## config.mk

```make
export PLATFORM = sky130hd
export DESIGN_NAME = muldiv_seq
export DESIGN_NICKNAME = d
export VERILOG_FILES = /design/src/rtl/core_types_pkg.sv /design/src/rtl/muldiv_step.sv /design/src/rtl/muldiv_seq.sv
export SDC_FILE = /design/constraint.sdc
export NUM_CORES = 1
export LEC_CHECK = 0
export CAP_MARGIN = 30
export CORE_MARGIN = 4
export CORE_UTILIZATION = 35
export CTS_CLUSTER_DIAMETER = 30
export DETAILED_ROUTE_END_ITERATION = 16
export GPL_TIMING_DRIVEN = 1
export PLACE_DENSITY = 0.64
export SETUP_SLACK_MARGIN = 0.5
export SLEW_MARGIN = 20
export SYNTH_ARGS = -nofsm -noshare
export SYNTH_HDL_FRONTEND = slang
export SYNTH_SLANG_ARGS = --single-unit
```

## constraint.sdc

```tcl
create_clock -name clk -period 3.4 [get_ports clk]
set_input_delay 0.34 -clock clk [delete_from_list [all_inputs] [get_ports clk]]
set_output_delay 0.34 -clock clk [all_outputs]
set_load 0.01 [all_outputs]
```

## src/rtl/core_types_pkg.sv

```systemverilog
// Shared types for the multi-cycle RV32M sequencer: op encoding, FSM states,
// iteration count and small signedness helpers.
package core_types_pkg;

   typedef enum logic [2:0] {
      MUL    = 3'd0,
      MULH   = 3'd1,
      MULHSU = 3'd2,
      MULHU  = 3'd3,
      DIV    = 3'd4,
      DIVU   = 3'd5,
      REM    = 3'd6,
      REMU   = 3'd7
   } muldiv_op_t;

   typedef enum logic [1:0] {
      IDLE  = 2'd0,
      CALC  = 2'd1,
      FIXUP = 2'd2,
      DONE  = 2'd3
   } muldiv_state_t;

   typedef enum logic {
      STEP_MUL = 1'b0,
      STEP_DIV = 1'b1
   } step_mode_t;

   localparam int MULDIV_ITER = 32;

   function automatic logic op_is_div(muldiv_op_t o);
      return o inside {DIV, DIVU, REM, REMU};
   endfunction

   // MUL is treated as signed x signed; its low half is identical either way.
   function automatic logic op_a_signed(muldiv_op_t o);
      return o inside {MUL, MULH, MULHSU, DIV, REM};
   endfunction

   function automatic logic op_b_signed(muldiv_op_t o);
      return o inside {MUL, MULH, DIV, REM};
   endfunction

endpackage

```

## src/rtl/muldiv_step.sv

```systemverilog
// One combinational iteration of the shared shift-add multiply / restoring
// divide loop. acc = {high half, low half}; operand = multiplicand or divisor.
module muldiv_step
   import core_types_pkg::*;
#(
   parameter int XLEN = 32
) (
   input  logic [2*XLEN-1:0] acc,
   input  logic [XLEN-1:0]   operand,
   input  step_mode_t        mode,
   output logic [2*XLEN-1:0] acc_next,
   output logic              borrow
);

   logic [XLEN:0] sum;
   logic [XLEN:0] shifted;
   logic [XLEN:0] diff;
   logic [XLEN-1:0] rem_next;
   logic          rem_unused;

   always_comb begin
      sum        = '0;
      shifted    = '0;
      diff       = '0;
      rem_next   = '0;
      rem_unused = 1'b0;
      borrow     = 1'b0;
      acc_next   = '0;
      if (mode == STEP_MUL) begin
         // The carry out of the high half becomes the new MSB after the shift.
         sum      = {1'b0, acc[2*XLEN-1:XLEN]} + (acc[0] ? {1'b0, operand} : '0);
         acc_next = {sum, acc[XLEN-1:1]};
      end else begin
         shifted  = {acc[2*XLEN-1:XLEN], acc[XLEN-1]};
         borrow   = shifted < {1'b0, operand};
         diff     = shifted - {1'b0, operand};
         {rem_unused, rem_next} = borrow ? shifted : diff;
         // The quotient bit slot is left zero; the caller fills it from borrow.
         acc_next = {rem_next, acc[XLEN-2:0], 1'b0};
      end
   end

endmodule

```

## src/rtl/muldiv_seq.sv

```systemverilog
// Multi-cycle RV32M multiply/divide sequencer: accepts one op, iterates 32
// times through muldiv_step, applies sign fix-up and holds the result.
module muldiv_seq
   import core_types_pkg::*;
#(
   parameter int XLEN = 32
) (
   input  logic            clk,
   input  logic            rst,
   input  logic            req_valid,
   output logic            req_ready,
   input  muldiv_op_t      op,
   input  logic [XLEN-1:0] rs1F,
   input  logic [XLEN-1:0] rs2F,
   input  logic            flush,
   output logic            resp_valid,
   input  logic            resp_ready,
   output logic [XLEN-1:0] result,
   output logic            busy,
   output logic            stall
);

   localparam int CNT_W = $clog2(XLEN);
   localparam logic [CNT_W-1:0] CNT_LAST = CNT_W'(MULDIV_ITER - 1);
   localparam logic [XLEN-1:0]  INT_MIN  = {1'b1, {(XLEN-1){1'b0}}};

   muldiv_state_t     state, state_d;
   logic [CNT_W-1:0]  cnt;
   muldiv_op_t        op_q;
   logic [2*XLEN-1:0] acc, step_acc, acc_calc, prod;
   logic [XLEN-1:0]   opnd, result_q, quo, rem, fix_val;
   logic [XLEN-1:0]   mag_a, mag_b, special_val;
   logic              neg_main, neg_rem, sign_a, sign_b;
   logic              accept, special_hit, step_borrow;
   step_mode_t        step_mode;

   // Valid/ready: a transfer happens on a rising edge where valid and ready
   // are both high; the sender holds its payload until then. flush cancels
   // any transfer in its cycle, and ready/valid are forced low during rst.
   assign req_ready  = (state == IDLE) && !rst;
   assign resp_valid = (state == DONE) && !rst;
   assign busy       = (state != IDLE) && !rst;
   assign stall      = busy && !(resp_valid && resp_ready);
   assign result     = result_q;
   assign accept     = req_valid && req_ready && !flush;

   assign sign_a = op_a_signed(op) && rs1F[XLEN-1];
   assign sign_b = op_b_signed(op) && rs2F[XLEN-1];
   assign mag_a  = sign_a ? -rs1F : rs1F;
   assign mag_b  = sign_b ? -rs2F : rs2F;

   always_comb begin
      special_hit = 1'b0;
      special_val = '0;
      if (op_is_div(op) && rs2F == '0) begin
         special_hit = 1'b1;
         special_val = (op == DIV || op == DIVU) ? '1 : rs1F;
      end else if ((op == DIV || op == REM) && rs1F == INT_MIN && rs2F == '1) begin
         special_hit = 1'b1;
         special_val = (op == DIV) ? INT_MIN : '0;
      end
   end

   assign step_mode = op_is_div(op_q) ? STEP_DIV : STEP_MUL;

   muldiv_step #(.XLEN(XLEN)) u_step (
      .acc      (acc),
      .operand  (opnd),
      .mode     (step_mode),
      .acc_next (step_acc),
      .borrow   (step_borrow)
   );

   assign acc_calc = (step_mode == STEP_DIV) ? {step_acc[2*XLEN-1:1], ~step_borrow}
                                             : step_acc;

   always_comb begin
      prod    = neg_main ? -acc : acc;
      quo     = neg_main ? -acc[XLEN-1:0] : acc[XLEN-1:0];
      rem     = neg_rem ? -acc[2*XLEN-1:XLEN] : acc[2*XLEN-1:XLEN];
      fix_val = rem;
      case (op_q)
         MUL:                 fix_val = prod[XLEN-1:0];
         MULH, MULHSU, MULHU: fix_val = prod[2*XLEN-1:XLEN];
         DIV, DIVU:           fix_val = quo;
         default:             fix_val = rem;
      endcase
   end

   always_comb begin
      state_d = state;
      case (state)
         IDLE:    if (accept) state_d = special_hit ? DONE : CALC;
         CALC:    if (cnt == CNT_LAST) state_d = FIXUP;
         FIXUP:   state_d = DONE;
         DONE:    if (resp_ready) state_d = IDLE;
         default: state_d = IDLE;
      endcase
      if (flush) state_d = IDLE;
   end

   always_ff @(posedge clk) begin
      if (rst) state <= IDLE;
      else     state <= state_d;
   end

   always_ff @(posedge clk) begin
      if (rst) begin
         cnt      <= '0;
         op_q     <= MUL;
         acc      <= '0;
         opnd     <= '0;
         neg_main <= 1'b0;
         neg_rem  <= 1'b0;
         result_q <= '0;
      end else begin
         case (state)
            IDLE: if (accept) begin
               // acc low half starts as multiplier (MUL*) or dividend (DIV*).
               op_q     <= op;
               cnt      <= '0;
               neg_main <= sign_a ^ sign_b;
               neg_rem  <= sign_a;
               opnd     <= op_is_div(op) ? mag_b : mag_a;
               acc      <= {{XLEN{1'b0}}, (op_is_div(op) ? mag_a : mag_b)};
               if (special_hit) result_q <= special_val;
            end
            CALC: begin
               acc <= acc_calc;
               cnt <= cnt + CNT_W'(1);
            end
            FIXUP:   result_q <= fix_val;
            default: ;
         endcase
      end
   end

endmodule

```

After elaboration in Yosys (flattened, before gate mapping):

Cells that the tools add are included.
Widths: inputs -> output; s select.

* flip-flop bits (word level): 140
* input port bits: 72
* output and inout bits: 36
* logic and storage cells: 109

* add/subtract/negate cells: 8
* $lt $le $gt $ge: 1
* equal/unequal tests: 23
* muxes and demuxes: 32
* bitwise operators: 2
* reduce and logical (&&, ||, !) cells: 35

Operators with widths (count)
* $mux 32: 14
* $mux 64: 3
* $neg 32->32: 4
* $pmux 64 s2: 1
* $pmux 32 s3: 1
* $eq 32x32->1 const B: 2
* $neg 64->64: 1
* $pmux 32 s2: 1
* $add 32x32->33: 1
* $lt 33x32->1: 1
* $logic_not 32->1: 1
* $sub 32x32->32: 1
* $eq 3x3->1 const B: 8
* $logic_and 1x1->1: 12
* $reduce_bool 4->1: 3
* $pmux 5 s2: 1
* $eq 3x2->1 const B: 3
* $mux 2: 4
* $ne 2x2->1 const B: 4
* $pmux 2 s4: 1
* $eq 3x1->1 const B: 2
* $logic_not 3->1: 2
* $reduce_and 3->1: 2
* $reduce_bool 2->1: 3
* other kinds (15): 25

Depth between registers and ports, before layout:

* depth after elaboration: 9
* mapped depth: 14
* mapped depth without buffers: 13

Hierarchy:

Synthesis repeated with hierarchy kept, for this count alone.

* cells, all modules: 2210
* area, all modules: 15686.3 um^2

By module, submodules not included
* muldiv_seq: times used 1, cells each 1507, area each 10923.0 um^2, seq. area each 2802.7 um^2
* muldiv_step: times used 1, cells each 703, area each 4763.3 um^2, seq. area each 0.0 um^2

Worst setup path before layout:

OpenSTA, ideal clock, no wires.

* path type: input to register
* from: input port rs2F[21]
* to: register result_q[17], in the netlist result[17]
* library setup time: 0.132 ns
* arrival: 3.036 ns
* required time: 3.268 ns
* setup slack: 0.232 ns
* stages: 9
* buffers on the path: 0
* cell sequence: or4_4 -> or4_4 -> or4_1 -> or4_4 -> o21a_2 -> nor2_1 -> a21oi_1 -> a2111oi_0 -> nor3_1

* word-level cells in the longest chain between the ends: 7
* elaborated cells between the ends (all ways): 13
* classes of those cells: 2 x eq/ne; 7 x mux; 4 x reduce/logical

Ends and longest elaborated chain
* start: declaration: RTL line muldiv_seq.sv:14 `input logic [XLEN-1:0] rs2F,`
* $eq 32x32->1: RTL line muldiv_seq.sv:58 `end else if ((op == DIV || op == REM) && rs1F == INT_MIN && rs2F == '1) begin`
* $logic_and 1x1->1: RTL line muldiv_seq.sv:58
* $mux 32: RTL line muldiv_seq.sv:58
* $mux 32: RTL line muldiv_seq.sv:55 `if (op_is_div(op) && rs2F == '0) begin`
* $mux 32: RTL line muldiv_seq.sv:126 `if (special_hit) result_q <= special_val;`
* $mux 32: RTL line muldiv_seq.sv:118 `IDLE: if (accept) begin`
* $pmux 32 s2: RTL line muldiv_seq.sv:117 `case (state)`
* end signal: assignment: RTL line muldiv_seq.sv:126
* end signal: assignment: RTL line muldiv_seq.sv:132 `FIXUP: result_q <= fix_val;`
* end: declaration: RTL line muldiv_seq.sv:31 `logic [XLEN-1:0] opnd, result_q, quo, rem, fix_val;`

Several ways; a longest one is shown, not always the timed one. The select of a mux whose other input is x is not followed.
A chain may end at the register's enable or synchronous reset.

Final worst setup path:

* from: register opnd[24]
* to: register acc[41]

* word-level cells in the longest chain between the ends: 4

Ends and longest elaborated chain
* start: declaration: RTL line muldiv_seq.sv:31
* start signal: assignment: RTL line muldiv_seq.sv:124 `opnd <= op_is_div(op) ? mag_b : mag_a;`
* $lt 33x32->1: RTL line muldiv_step.sv:35 `borrow = shifted < {1'b0, operand};`
* $mux 32: RTL line muldiv_step.sv:37 `{rem_unused, rem_next} = borrow ? shifted : diff;`
* $mux 64: RTL line muldiv_step.sv:29 `if (mode == STEP_MUL) begin`
* $pmux 64 s2: RTL line muldiv_seq.sv:117
* end signal: assignment: RTL line muldiv_seq.sv:125 `acc <= {{XLEN{1'b0}}, (op_is_div(op) ? mag_a : mag_b)};`
* end signal: assignment: RTL line muldiv_seq.sv:129 `acc <= acc_calc;`
* end: declaration: RTL line muldiv_seq.sv:30 `logic [2*XLEN-1:0] acc, step_acc, acc_calc, prod;`

Every way passes these cells.

==> summary by stage <==
Global routing
Across every metal layer, demand over resource in global routing totals approximately 29%. Summed over all layers, the global routing overflow is 0. The number of antenna violations at the first check in global routing was 0. The number of global-route vias before repair is 16672. The maximum number of pins on one net before global-route repair is around 120. The first global-routing pass estimated around 100000 µm of wire.

Timing
After routing, the total negative slack on setup checks comes to 0 ns. The total count of hold-check failures in the final report is 0. Static timing analysis puts the maximum clock frequency at between 300 and 400 MHz. Setup repair after global routing could not meet its margin everywhere. The number of max-slew violations in the final report is 0. The worst path in the final design needs a cycle of between 3 and 4 ns, including I/O delays and setup.

For the pin with the worst max-slew slack, the measured transition is 0.950 ns. Setup violations remaining at the end of the flow were counted as 0. Headroom to the max-slew limit came out at ~37%. Of the available clock period, the critical path in the final layout requires about nine tenths.

For the final database, setup skew stands at 0.00984 ns.

Critical path
The startpoint-to-endpoint class of the critical path is reg -> reg. The critical register-to-register path startpoint is opnd[24]$_SDFFE_PP0P_. The data arrival time of the worst path is ~3.4 ns. The cell seen most often among critical-path stages is nor4_2. The last element of the critical path is acc[41]$_SDFFE_PP0P_.

The worst endpoint required time is 3.73 ns. In this run the worst setup path begins at opnd[24]$_SDFFE_PP0P_. The setup check on the worst reg-to-reg path leaves a slack of about 0.34 ns. Traced cell by cell, the critical path runs through inv_1 -> ha_2 -> nand4_1 -> nor4_2 -> buf_4 -> a221oi_4 -> buf_6 -> a31o_4 -> buf_12 -> nor4_4 -> nor4_2 -> a221o_1. The count of cells along the worst register-to-register path is 12. The critical path capture point type is a register. The largest incremental delay on the critical path is ~0.44 ns. The endpoint of the most critical register-to-register path is acc[41]$_SDFFE_PP0P_. Of all nets on the critical path, the largest fanout is 8. The worst setup path is launched from a register.

On the critical path, the stage with the largest delay is an instance of ha_2.

Die
The die is 212 µm wide. The initial utilization of the core area, before any placement, comes to 35.6%. The die span in y is 212 µm. The core region area is about 40000 µm². Pin placement for this block handled 108 I/O pins. The number of placement rows is 74. The die footprint is around 45000 µm².

Logic synthesis
Counting every net in the synthesized netlist gives 2221. The yosys synthesis warning count is 0. The main combinational cell family by area after synthesis is compound AO/OA/AOI/OAI gates. Summing every instance area after synthesis gives around 15000 µm². The count of state elements after synthesis is 140. The XOR/XNOR share of the synthesized area is between 10% and 20%.

Of the post-synthesis cell area, the part taken by muxes is 5.10%. After synthesis, the share of flip-flops with an asynchronous set or reset is 0%. Summing the areas of all fa, ha and maj instances in the mapped netlist gives 6.69% of the synthesized area. The synthesized netlist devotes roughly 22% of its cell area to simple gates. The compound-cell area share of the yosys netlist is between 20 and 30%. The number of distinct standard cells referenced by the synthesized netlist is 76. The number of enable flip-flop cells after synthesis is 0. The most used flip-flop cell after synthesis is dfxtp_1. Sequential elements use a little under a fifth of the synthesized area. The count of mapped cells out of synthesis is between 2000 and 2500.

A synthesized cell averages approximately 7.1 µm².

Finish
The post-route netlist has 26.7% of its cells at a drive strength greater than 1. The finished layout holds 2887 standard cells, fillers aside. The count of antenna diodes in the layout is 0.

The post-layout net count is 2491. The layout filler cell count is just under 4000. The core occupancy in the finished layout is roughly half. Relative to the synthesized area, the layout overhead comes to 41.2%.

Power and ir drop
In this run the power density over the cells is ~300 nW/µm². After layout, the design draws a total of between 6 and 7 mW. The standby leakage power is ~8.0 nW. The worst ir drop on vdd is between 0.0003 and 0.0004 V.

CTS
The count of hold-fix buffers inserted at cts is 0. The total number of clock tree sinks is 140. The clock root buffer is clkbuf_16. The total clock buffers created by CTS is 17. TritonCTS built the clock tree. For the worst-skew pair, the clock arrives at the later sink with an insertion delay of about 0.44 ns.

After clock tree synthesis, the clock-pin slew on the worst setup and hold paths is roughly 0.070 ns. In this run the number of H-tree levels came out at 4. The longest clock path from root to sink contains 2 buffers.

Route
The via count is 17835. Before antenna repair, the detailed router went through 8 iterations. Using the TritonRoute via totals, the vias-per-cell ratio works out to just over 6. After the first detailed-routing iteration, the DRC count stood at around 2000. The remaining antenna violation count after routing is 0. The final layout contains routed wiring with a total length of 68400 µm. Dividing the detail-routed wire length by the instance count gives approximately 24 µm. The number of design rule violations left after detail routing is 0.

Worst hold path
The path class of the tightest hold or removal check is in -> reg.

Run
The number of violations of the max-capacitance limit is 0.

Placement
The number of placed instances, taps included, is roughly 2800. The HPWL after detailed placement is 50800 µm. The number of buffer cells added on primary ports is 107. The global placement routability congestion is roughly 1.0.

Outcome
The flow ran to the end, and the final reports show no timing, DRC or antenna violations.
-- worst min path at each step --
stage                                from               endpoint  cells after the start
floorplan           opnd[18]$_SDFFE_PP0P_  opnd[18]$_SDFFE_PP0P_                      2
global placement    opnd[11]$_SDFFE_PP0P_  opnd[11]$_SDFFE_PP0P_                      2
detailed placement  opnd[11]$_SDFFE_PP0P_  opnd[11]$_SDFFE_PP0P_                      2
CTS                                   rst  state[0]$_SDFFE_PP0P_                      4
global route                          rst  state[0]$_SDFFE_PP0P_                      4
finish                                rst  state[0]$_SDFFE_PP0P_                      4
-- what timing repair did --
item	4_1_cts	5_1_grt
endpoints found under the setup margin	79	85
cloned	10	1
setup buffers	42	15
resized for setup	218	215
pin swaps	66	88
-- placed cells by master (no fill, tap or decap), types with 58 or more instances in the layout --
cell / n
buf_4: 234
xor2_1: 83
nor2_1: 251
nand2_1: 163
o21ai_0: 99
inv_1: 64
a21oi_1: 113
xnor2_1: 94
a211oi_1: 58
dfxtp_1: 115
clkdlybuf4s50_1: 98
-- cell type report --
class                   count  area [µm²]  area share [%]
flip-flops and latches    140        2840            13.8
multi-input cells        1703       12500            60.6
repair buffers            402        3760            18.2
well taps                 532         666            3.22
clock inverters            15         145           0.703
clock buffers              17         425            2.06
inverters                  78         303            1.47
-- cell usage after synthesis (all sizes together), types with 21 or more instances --
cell type  instances  area [µm²]
nor2             277        1050
nand2            172         646
o21ai            151         756
dfxtp            140        2800
clkbuf           136         512
a21oi            135         676
xnor2             98         858
xor2              83         727
ha                75         938
inv               75         282
a211oi            71         533
nor3              66         330
mux2i             52         521
nand3             41         205
a31oi             33         206
o31ai             32         240
a21o              29         218
o22ai             27         175
nand4             25         156
nor4              25         156
a311oi            23         201
o211ai            22         165
o21a              21         159
-- worst max-delay path, delay by kind of cell, from the launching register on --
family	cells	cell delay, ns
and+or+nand+nor	4	0.90
AOI/OAI and AO/OA	3	0.60
buffers and inverters	4	0.59
adders and majority gates	1	0.44
DFF	1	0.40
-- report_power, final --
group	leakage, nW	switching, mW	internal, mW	total, mW
Combinational	6.60	1.44	1.11	2.55
Clock	0.279	0.906	0.975	1.88
Sequential	1.15	0.0893	1.70	1.79
Total	8.03	2.43	3.79	6.22
-- sequential cells by signal, indices dropped and copies added (netlist names) --
| register | cells |
|---|---|
| cnt | 5 |
| result | 32 |
| opnd | 32 |
| state | 2 |
| neg_rem | 1 |
| acc | 64 |
| op_q | 3 |
| neg_main | 1 |
-- cell families after synthesis --
group                    count (synthesis)
buffers and inverters                  230
XOR/XNOR                               181
AO/OA/AOI/OAI                          660
multiplexers                            72
adder cells (fa/ha/maj)                 77
flip-flops                             140
AND/OR/NAND/NOR                        712
-- layer usage --
metal	share of wire, %	global-route usage (%)	routed length (µm)
met3	11	8.12	7760
met1	40	38.0	27700
met5	0	0	0
met4	4.7	11.0	3220
met2	43	44.2	29700
-- through the flow --
step                setup WS (ns)  area (µm²)  hold slack [ns]
detailed placement         -0.318       17600            0.463
finish                      0.341       20700            0.312
CTS                         0.312       19600            0.308
global placement           -0.320       17600            0.442
floorplan                   0.282       14700            0.432
global route                0.184       20700            0.322
No activity file was read; power rests on OpenSTA's default activity.
